`src/rtl/cc_mux_pkg.sv`:
```
// Shared definitions for the 10-way mux round-robin arbiter: FSM state encoding
// and the width of the mux select bus.
package cc_mux_pkg;

    localparam int SELECT_WIDTH = 4;

    typedef enum logic {
        ST_IDLE  = 1'b0,
        ST_GRANT = 1'b1
    } arb_state_e;

endpackage

```
`src/rtl/cc_rr_priority_picker.sv`:
```
// Combinational round-robin picker: the first set request at or after (ptr+1),
// wrapping mod NUMBER_REQUESTERS, wins.
module cc_rr_priority_picker
    import cc_mux_pkg::*;
#(
    parameter int NUMBER_REQUESTERS = 10
) (
    input  logic [NUMBER_REQUESTERS-1:0] request_i,
    input  logic [SELECT_WIDTH-1:0]      ptr_i,
    output logic [SELECT_WIDTH-1:0]      winner_o,
    output logic                         any_req_o
);

    localparam int SUM_W = SELECT_WIDTH + 1;

    logic [2*NUMBER_REQUESTERS-1:0] doubled;
    logic [NUMBER_REQUESTERS-1:0]   rotated;
    logic [SUM_W-1:0]               shift_amt;
    logic [SUM_W-1:0]               offset;
    logic [SUM_W-1:0]               sum;

    // Rotating the doubled vector by ptr+1 puts requester (ptr+1) at bit 0.
    assign shift_amt = {1'b0, ptr_i} + SUM_W'(1);
    assign doubled   = {request_i, request_i};
    assign rotated   = NUMBER_REQUESTERS'(doubled >> shift_amt);

    always_comb begin
        offset = '0;
        for (int j = NUMBER_REQUESTERS - 1; j >= 0; j--) begin
            if (rotated[j]) begin
                offset = SUM_W'(j);
            end
        end
    end

    always_comb begin
        sum = offset + shift_amt;
        if (sum >= SUM_W'(NUMBER_REQUESTERS)) begin
            sum = sum - SUM_W'(NUMBER_REQUESTERS);
        end
    end

    assign winner_o  = sum[SELECT_WIDTH-1:0];
    assign any_req_o = |request_i;

endmodule

```
`src/rtl/cc_mux_rr_arbiter.sv`:
```
// Round-robin burst arbiter driving the select of a 10-input data mux, with a
// one-hot grant, valid and last-beat indication.
module cc_mux_rr_arbiter
    import cc_mux_pkg::*;
#(
    parameter int NUMBER_REQUESTERS = 10,
    parameter int BURST_LEN         = 4,
    parameter int COUNTER_WIDTH     = 4
) (
    input  logic                         CC_MUX_RR_ARBITER_CLOCK_50,
    input  logic                         CC_MUX_RR_ARBITER_RESET_InHigh,
    input  logic [NUMBER_REQUESTERS-1:0] CC_MUX_RR_ARBITER_request_InBUS,
    input  logic                         CC_MUX_RR_ARBITER_enable_In,
    output logic [SELECT_WIDTH-1:0]      CC_MUX_RR_ARBITER_select_OutBUS,
    output logic [NUMBER_REQUESTERS-1:0] CC_MUX_RR_ARBITER_grant_OutBUS,
    output logic                         CC_MUX_RR_ARBITER_valid_Out,
    output logic                         CC_MUX_RR_ARBITER_last_Out
);

    localparam logic [COUNTER_WIDTH-1:0]     BEAT_LAST = COUNTER_WIDTH'(BURST_LEN - 1);
    localparam logic [SELECT_WIDTH-1:0]      PTR_RESET = SELECT_WIDTH'(NUMBER_REQUESTERS - 1);
    localparam logic [NUMBER_REQUESTERS-1:0] GRANT_ONE = NUMBER_REQUESTERS'(1);

    arb_state_e                   state_q, state_d;
    logic [SELECT_WIDTH-1:0]      select_q, select_d;
    logic [NUMBER_REQUESTERS-1:0] grant_q, grant_d;
    logic [COUNTER_WIDTH-1:0]     beat_q, beat_d;
    logic [SELECT_WIDTH-1:0]      ptr_q, ptr_d;

    logic [SELECT_WIDTH-1:0]      pick_ptr;
    logic [SELECT_WIDTH-1:0]      winner;
    logic                         any_req;
    logic                         owner_req;
    logic                         release_now;

    // On a release the current owner becomes the new pointer in the same edge,
    // so the picker must already see it to hand over without a bubble.
    assign pick_ptr = (state_q == ST_GRANT) ? select_q : ptr_q;

    cc_rr_priority_picker #(
        .NUMBER_REQUESTERS(NUMBER_REQUESTERS)
    ) u_picker (
        .request_i (CC_MUX_RR_ARBITER_request_InBUS),
        .ptr_i     (pick_ptr),
        .winner_o  (winner),
        .any_req_o (any_req)
    );

    assign owner_req   = |(CC_MUX_RR_ARBITER_request_InBUS & grant_q);
    assign release_now = (state_q == ST_GRANT) && ((beat_q == BEAT_LAST) || !owner_req);

    always_comb begin
        state_d  = state_q;
        select_d = select_q;
        grant_d  = grant_q;
        beat_d   = beat_q;
        ptr_d    = ptr_q;
        case (state_q)
            ST_IDLE: begin
                if (CC_MUX_RR_ARBITER_enable_In && any_req) begin
                    state_d  = ST_GRANT;
                    select_d = winner;
                    grant_d  = GRANT_ONE << winner;
                    beat_d   = '0;
                end
            end
            ST_GRANT: begin
                if (release_now) begin
                    ptr_d = select_q;
                    if (CC_MUX_RR_ARBITER_enable_In && any_req) begin
                        select_d = winner;
                        grant_d  = GRANT_ONE << winner;
                        beat_d   = '0;
                    end else begin
                        state_d = ST_IDLE;
                        grant_d = '0;
                        beat_d  = '0;
                    end
                end else begin
                    beat_d = beat_q + COUNTER_WIDTH'(1);
                end
            end
            default: begin
                state_d = ST_IDLE;
                grant_d = '0;
                beat_d  = '0;
            end
        endcase
    end

    always_ff @(posedge CC_MUX_RR_ARBITER_CLOCK_50 or posedge CC_MUX_RR_ARBITER_RESET_InHigh) begin
        if (CC_MUX_RR_ARBITER_RESET_InHigh) begin
            state_q  <= ST_IDLE;
            select_q <= '0;
            grant_q  <= '0;
            beat_q   <= '0;
            ptr_q    <= PTR_RESET;
        end else begin
            state_q  <= state_d;
            select_q <= select_d;
            grant_q  <= grant_d;
            beat_q   <= beat_d;
            ptr_q    <= ptr_d;
        end
    end

    assign CC_MUX_RR_ARBITER_select_OutBUS = select_q;
    assign CC_MUX_RR_ARBITER_grant_OutBUS  = grant_q;
    assign CC_MUX_RR_ARBITER_valid_Out     = (state_q == ST_GRANT);
    assign CC_MUX_RR_ARBITER_last_Out      = (state_q == ST_GRANT) && (beat_q == BEAT_LAST);

endmodule
```
`config.mk`:
```
export PLATFORM = sky130hd
export DESIGN_NAME = cc_mux_rr_arbiter
export DESIGN_NICKNAME = d
export VERILOG_FILES = /design/src/rtl/cc_mux_pkg.sv /design/src/rtl/cc_rr_priority_picker.sv /design/src/rtl/cc_mux_rr_arbiter.sv
export SDC_FILE = /design/constraint.sdc
export NUM_CORES = 1
export LEC_CHECK = 0
export ABC_AREA = 1
export CAP_MARGIN = 5
export CORE_MARGIN = 2
export CORE_UTILIZATION = 50
export CTS_CLUSTER_SIZE = 20
export DETAILED_ROUTE_END_ITERATION = 7
export PLACE_DENSITY_LB_ADDON = 0.08
export SLEW_MARGIN = 20
export SYNTH_ARGS = -nofsm -noshare
export SYNTH_HDL_FRONTEND = slang
export SYNTH_HIERARCHICAL = 1
export SYNTH_SLANG_ARGS = --single-unit
```
`constraint.sdc`:
```
create_clock -name CC_MUX_RR_ARBITER_CLOCK_50 -period 4.4 [get_ports CC_MUX_RR_ARBITER_CLOCK_50]
set_clock_uncertainty 0.1 [all_clocks]
set_input_delay 0.44 -clock CC_MUX_RR_ARBITER_CLOCK_50 [delete_from_list [all_inputs] [get_ports CC_MUX_RR_ARBITER_CLOCK_50]]
set_output_delay 0.44 -clock CC_MUX_RR_ARBITER_CLOCK_50 [all_outputs]
set_load 0.03 [all_outputs]
```
==> metrics.md <==
| Metric | Value |
|---|---|
| Vias | `approximately 2300` |
| CTS Sinks | `23` |
| Initial cell density of the core | `0.523` |
| Worst path slowest cell | `dfrtp_2` |
| Nets | `398` |
| Data arrival, critical path | `approximately 4.4 ns` |
| Pre-antenna DRT Iters | `4` |
| Row Count | `23` |
| Drt via density | `~5.4` |
| CTS tree | `built` |
| Syn Nets | `~350` |
| Commonest non-fill, non-tap cell in the layout | `nand2_1` |
| Worst path required time | `approximately 4.5 ns` |
| Yosys warns | `6` |
| WHS | `~0.37 ns` |
| Distinct cells, synth | `36` |
| Setup crit end kind | `flip-flop` |
| Die W | `roughly 69 µm` |
| R2R depth | `35` |
| Max-cap violation count | `0` |
| Fin crit share | `0.974` |
| Fin. Hold Viols | `0` |
| Register area share after synthesis | `0.275` |
| Placed cell count | `between 400 and 500` |
| Drt total wl | `6010 µm` |
| R2R Path Start | `CC_MUX_RR_ARBITER_valid_Out$_DFF_PP0_` |
| Area after DPL | `2510 µm²` |
| DRC violations left | `0` |
| Largest net degree at the start of global routing | `24` |
| Synth Register Bits | `23` |
| Layout cell share with drive strength beyond 1 | `0.329` |
| Dpl hpwl | `between 4000 and 5000 µm` |
| Cell area after synthesis | `approximately 2100 µm²` |
| Diode count | `0` |
| Die Y-Extent | `roughly 70 µm` |
| Crit path launch type | `flip-flop` |
| Layout area overhead | `38.3%` |
| Root Buffer | `clkbuf_8` |
| Clock Latency Late Sink | `about 0.28 ns` |
| Core Area | `4030 µm²` |
| Worst slew pin tran | `0.883 ns` |
| End of the worst hold path | `ptr_q[3]$_DFFE_PP1P_` |
| Hold crit path type | `flip-flop to flip-flop` |
| Fmax | `about 0.23 GHz` |
| Post-synthesis cell count | `327` |
| Status | `complete, no violations` |
| RSZ-0062 raised after global routing | `true` |
| IO Count | `29` |
| Port buffer count | `28` |
| Design Area, Final | `a little under 3000 µm²` |
| Worst path bufs/invs | `5` |
| Crit-path max cell delay | `between 0.4 and 0.5 ns` |
| Routability Congestion | `0.957` |
| GRT Resource Usage Total | `0.248` |
| Clock buffer count from CTS | `3` |
| Multi-input logic area | `1610 µm²` |
| Cell mode on critical path | `nand2_1` |
| Crit-path max FO | `6` |
| Die area | `roughly 4700 µm²` |
| DP Worst Slack | `-0.118 ns` |
| Slew margin rel. | `0.410` |
| Synth Area per Inst | `about 6.4 µm²` |
| DRT iter0 DRCs | `170` |
| Most frequent cells in the layout | `nand2_1, nand3_1, clkdlybuf4s50_1` |
| Total grt overflow | `0` |
| Longest Clk Path Bufs | `2` |
| RR Endpoint | `CC_MUX_RR_ARBITER_grant_OutBUS[1]$_DFFE_PP0P_` |
| First-pass GRT wire length | `between 8000 and 9000 µm` |
| Vias in the first global route | `1978` |
| Crit Path Category | `flip-flop to flip-flop` |
| Family with the most delay on the worst path | `simple AND/OR/NAND/NOR gates` |
| Post-layout worst setup margin | `about 0.11 ns` |
| Min-delay src | `ptr_q[3]$_DFFE_PP1P_` |
| Fillers | `between 300 and 400` |
| Final slew viol count | `0` |
| Final setup fails | `0` |
| Number of hold buffers added after cts | `0` |
| H-tree Lvls | `1` |
| Final critical-path required period | `around 4.3 ns` |
| ANT nets after route | `0` |
| Final Non-Filler Cells | `about 430` |
| Worst-path clk slew | `0.08 ns` |
| Hold Crit Depth | `2` |
| WL/cell | `14.1 µm` |
| Register area | `579 µm²` |
| R2R setup slack | `between 0.1 and 0.15 ns` |
| Initial antenna violation count | `0` |
==> metrics by stage <==
stage / utilization / TNS [ns]
2_1_floorplan: - / 0
3_3_place_gp: 0.624 / -0.00596
3_5_place_dp: 0.624 / -0.621
4_1_cts: 0.636 / 0
5_1_grt: 0.723 / -1.50
6_report: 0.723 / 0
==> cell families after synthesis <==
logic type | Yosys count | synth area share
flip-flops | 23 | 0.275
AND/OR/NAND/NOR | 223 | 0.471
AO/OA/AOI/OAI | 34 | 0.102
buffers and inverters | 35 | 0.0862
adder cells (fa/ha/maj) | 7 | 0.0452
XOR/XNOR | 5 | 0.0208
==> state kept, by name, indices dropped and copies added, names as in the netlist <==
name / flops
CC_MUX_RR_ARBITER_grant_OutBUS: 10
CC_MUX_RR_ARBITER_select_OutBUS: 4
beat_q: 4
ptr_q: 4
CC_MUX_RR_ARBITER_valid_Out: 1
==> worst max-delay path by stage <==
stage | slack, ns | cells past startpoint | startpoint | endpoint
floorplan | 0.02 | 36 | CC_MUX_RR_ARBITER_valid_Out$_DFF_PP0_ | CC_MUX_RR_ARBITER_grant_OutBUS[4]$_DFFE_PP0P_
global placement | -0.006 | 29 | CC_MUX_RR_ARBITER_request_InBUS[1] | CC_MUX_RR_ARBITER_grant_OutBUS[5]$_DFFE_PP0P_
detailed placement | -0.12 | 29 | CC_MUX_RR_ARBITER_request_InBUS[1] | CC_MUX_RR_ARBITER_grant_OutBUS[5]$_DFFE_PP0P_
CTS | 0.02 | 33 | CC_MUX_RR_ARBITER_valid_Out$_DFF_PP0_ | CC_MUX_RR_ARBITER_grant_OutBUS[9]$_DFFE_PP0P_
global route | -0.19 | 34 | CC_MUX_RR_ARBITER_valid_Out$_DFF_PP0_ | CC_MUX_RR_ARBITER_grant_OutBUS[1]$_DFFE_PP0P_
finish | 0.11 | 35 | CC_MUX_RR_ARBITER_valid_Out$_DFF_PP0_ | CC_MUX_RR_ARBITER_grant_OutBUS[1]$_DFFE_PP0P_
==> synth_stat cells <==
master    number  area share
a31oi_2        1      0.0059
nor2_4         1      0.0053
o21ai_0        3      0.0071
nand2_4        1      0.0053
ha_1           6       0.036
inv_4          1      0.0030
nand3_2        6       0.029
xor2_1         1      0.0042
nor3_1         1      0.0024
o21ai_1        8       0.019
a21boi_1       1      0.0036
buf_4          1      0.0036
dfrtp_1       21        0.25
dfstp_2        2       0.025
clkbuf_2       1      0.0024
inv_2          5      0.0089
o22ai_1        2      0.0059
buf_2          4      0.0095
nor4_1         2      0.0059
o221ai_1       1      0.0042
and2_1         2      0.0059
nand2_1      133        0.24
o21a_1         1      0.0036
buf_6          5       0.027
nand2_2        7       0.021
fa_1           1      0.0095
nand3_1       51        0.12
or2_2          1      0.0030
xnor2_1        4       0.017
inv_1         17       0.030
buf_1          1      0.0018
a21oi_2        1      0.0042
nor2_2         3      0.0089
o21ai_2        6       0.025
a21oi_1       10       0.024
nor2_1        15       0.027
==> cell type report <==
type / count / area share
multi-input combinational: 269 / 0.552
timing repair buffer: 58 / 0.177
sequential: 23 / 0.199
clock buffer: 4 / 0.0155
tap: 50 / 0.0215
inverter: 23 / 0.0348
==> per-layer routing <==
metal | global-route usage | share of wire
met2 | 0.421 | 0.48
met5 | 0 | 0
met1 | 0.342 | 0.45
met4 | 0.0466 | 0.015
met3 | 0.0308 | 0.053
==> worst register-to-register path, delay by kind of cell, from the launching register on <==
kind | cells | cell delay [ns]
AO/OA/AOI/OAI | 5 | 0.60
XOR/XNOR | 2 | 0.35
adder cells (fa/ha/maj) | 3 | 0.74
buffers and inverters | 5 | 0.52
flip-flops | 1 | 0.47
AND/OR/NAND/NOR | 20 | 1.44
==> repair_timing <==
| action | 4_1_cts | 5_1_grt |
|---|---|---|
| endpoints found under the hold margin | 0 | 0 |
| buffers inserted | 0 | 9 |
| pin swaps | 1 | 30 |
| resized for setup | 2 | 75 |
| gates cloned | 0 | 1 |
| setup endpoints to repair | 1 | 13 |
Power is not shown: default switching activity piles up to over one toggle a cycle in this logic, so the estimate is an artifact.
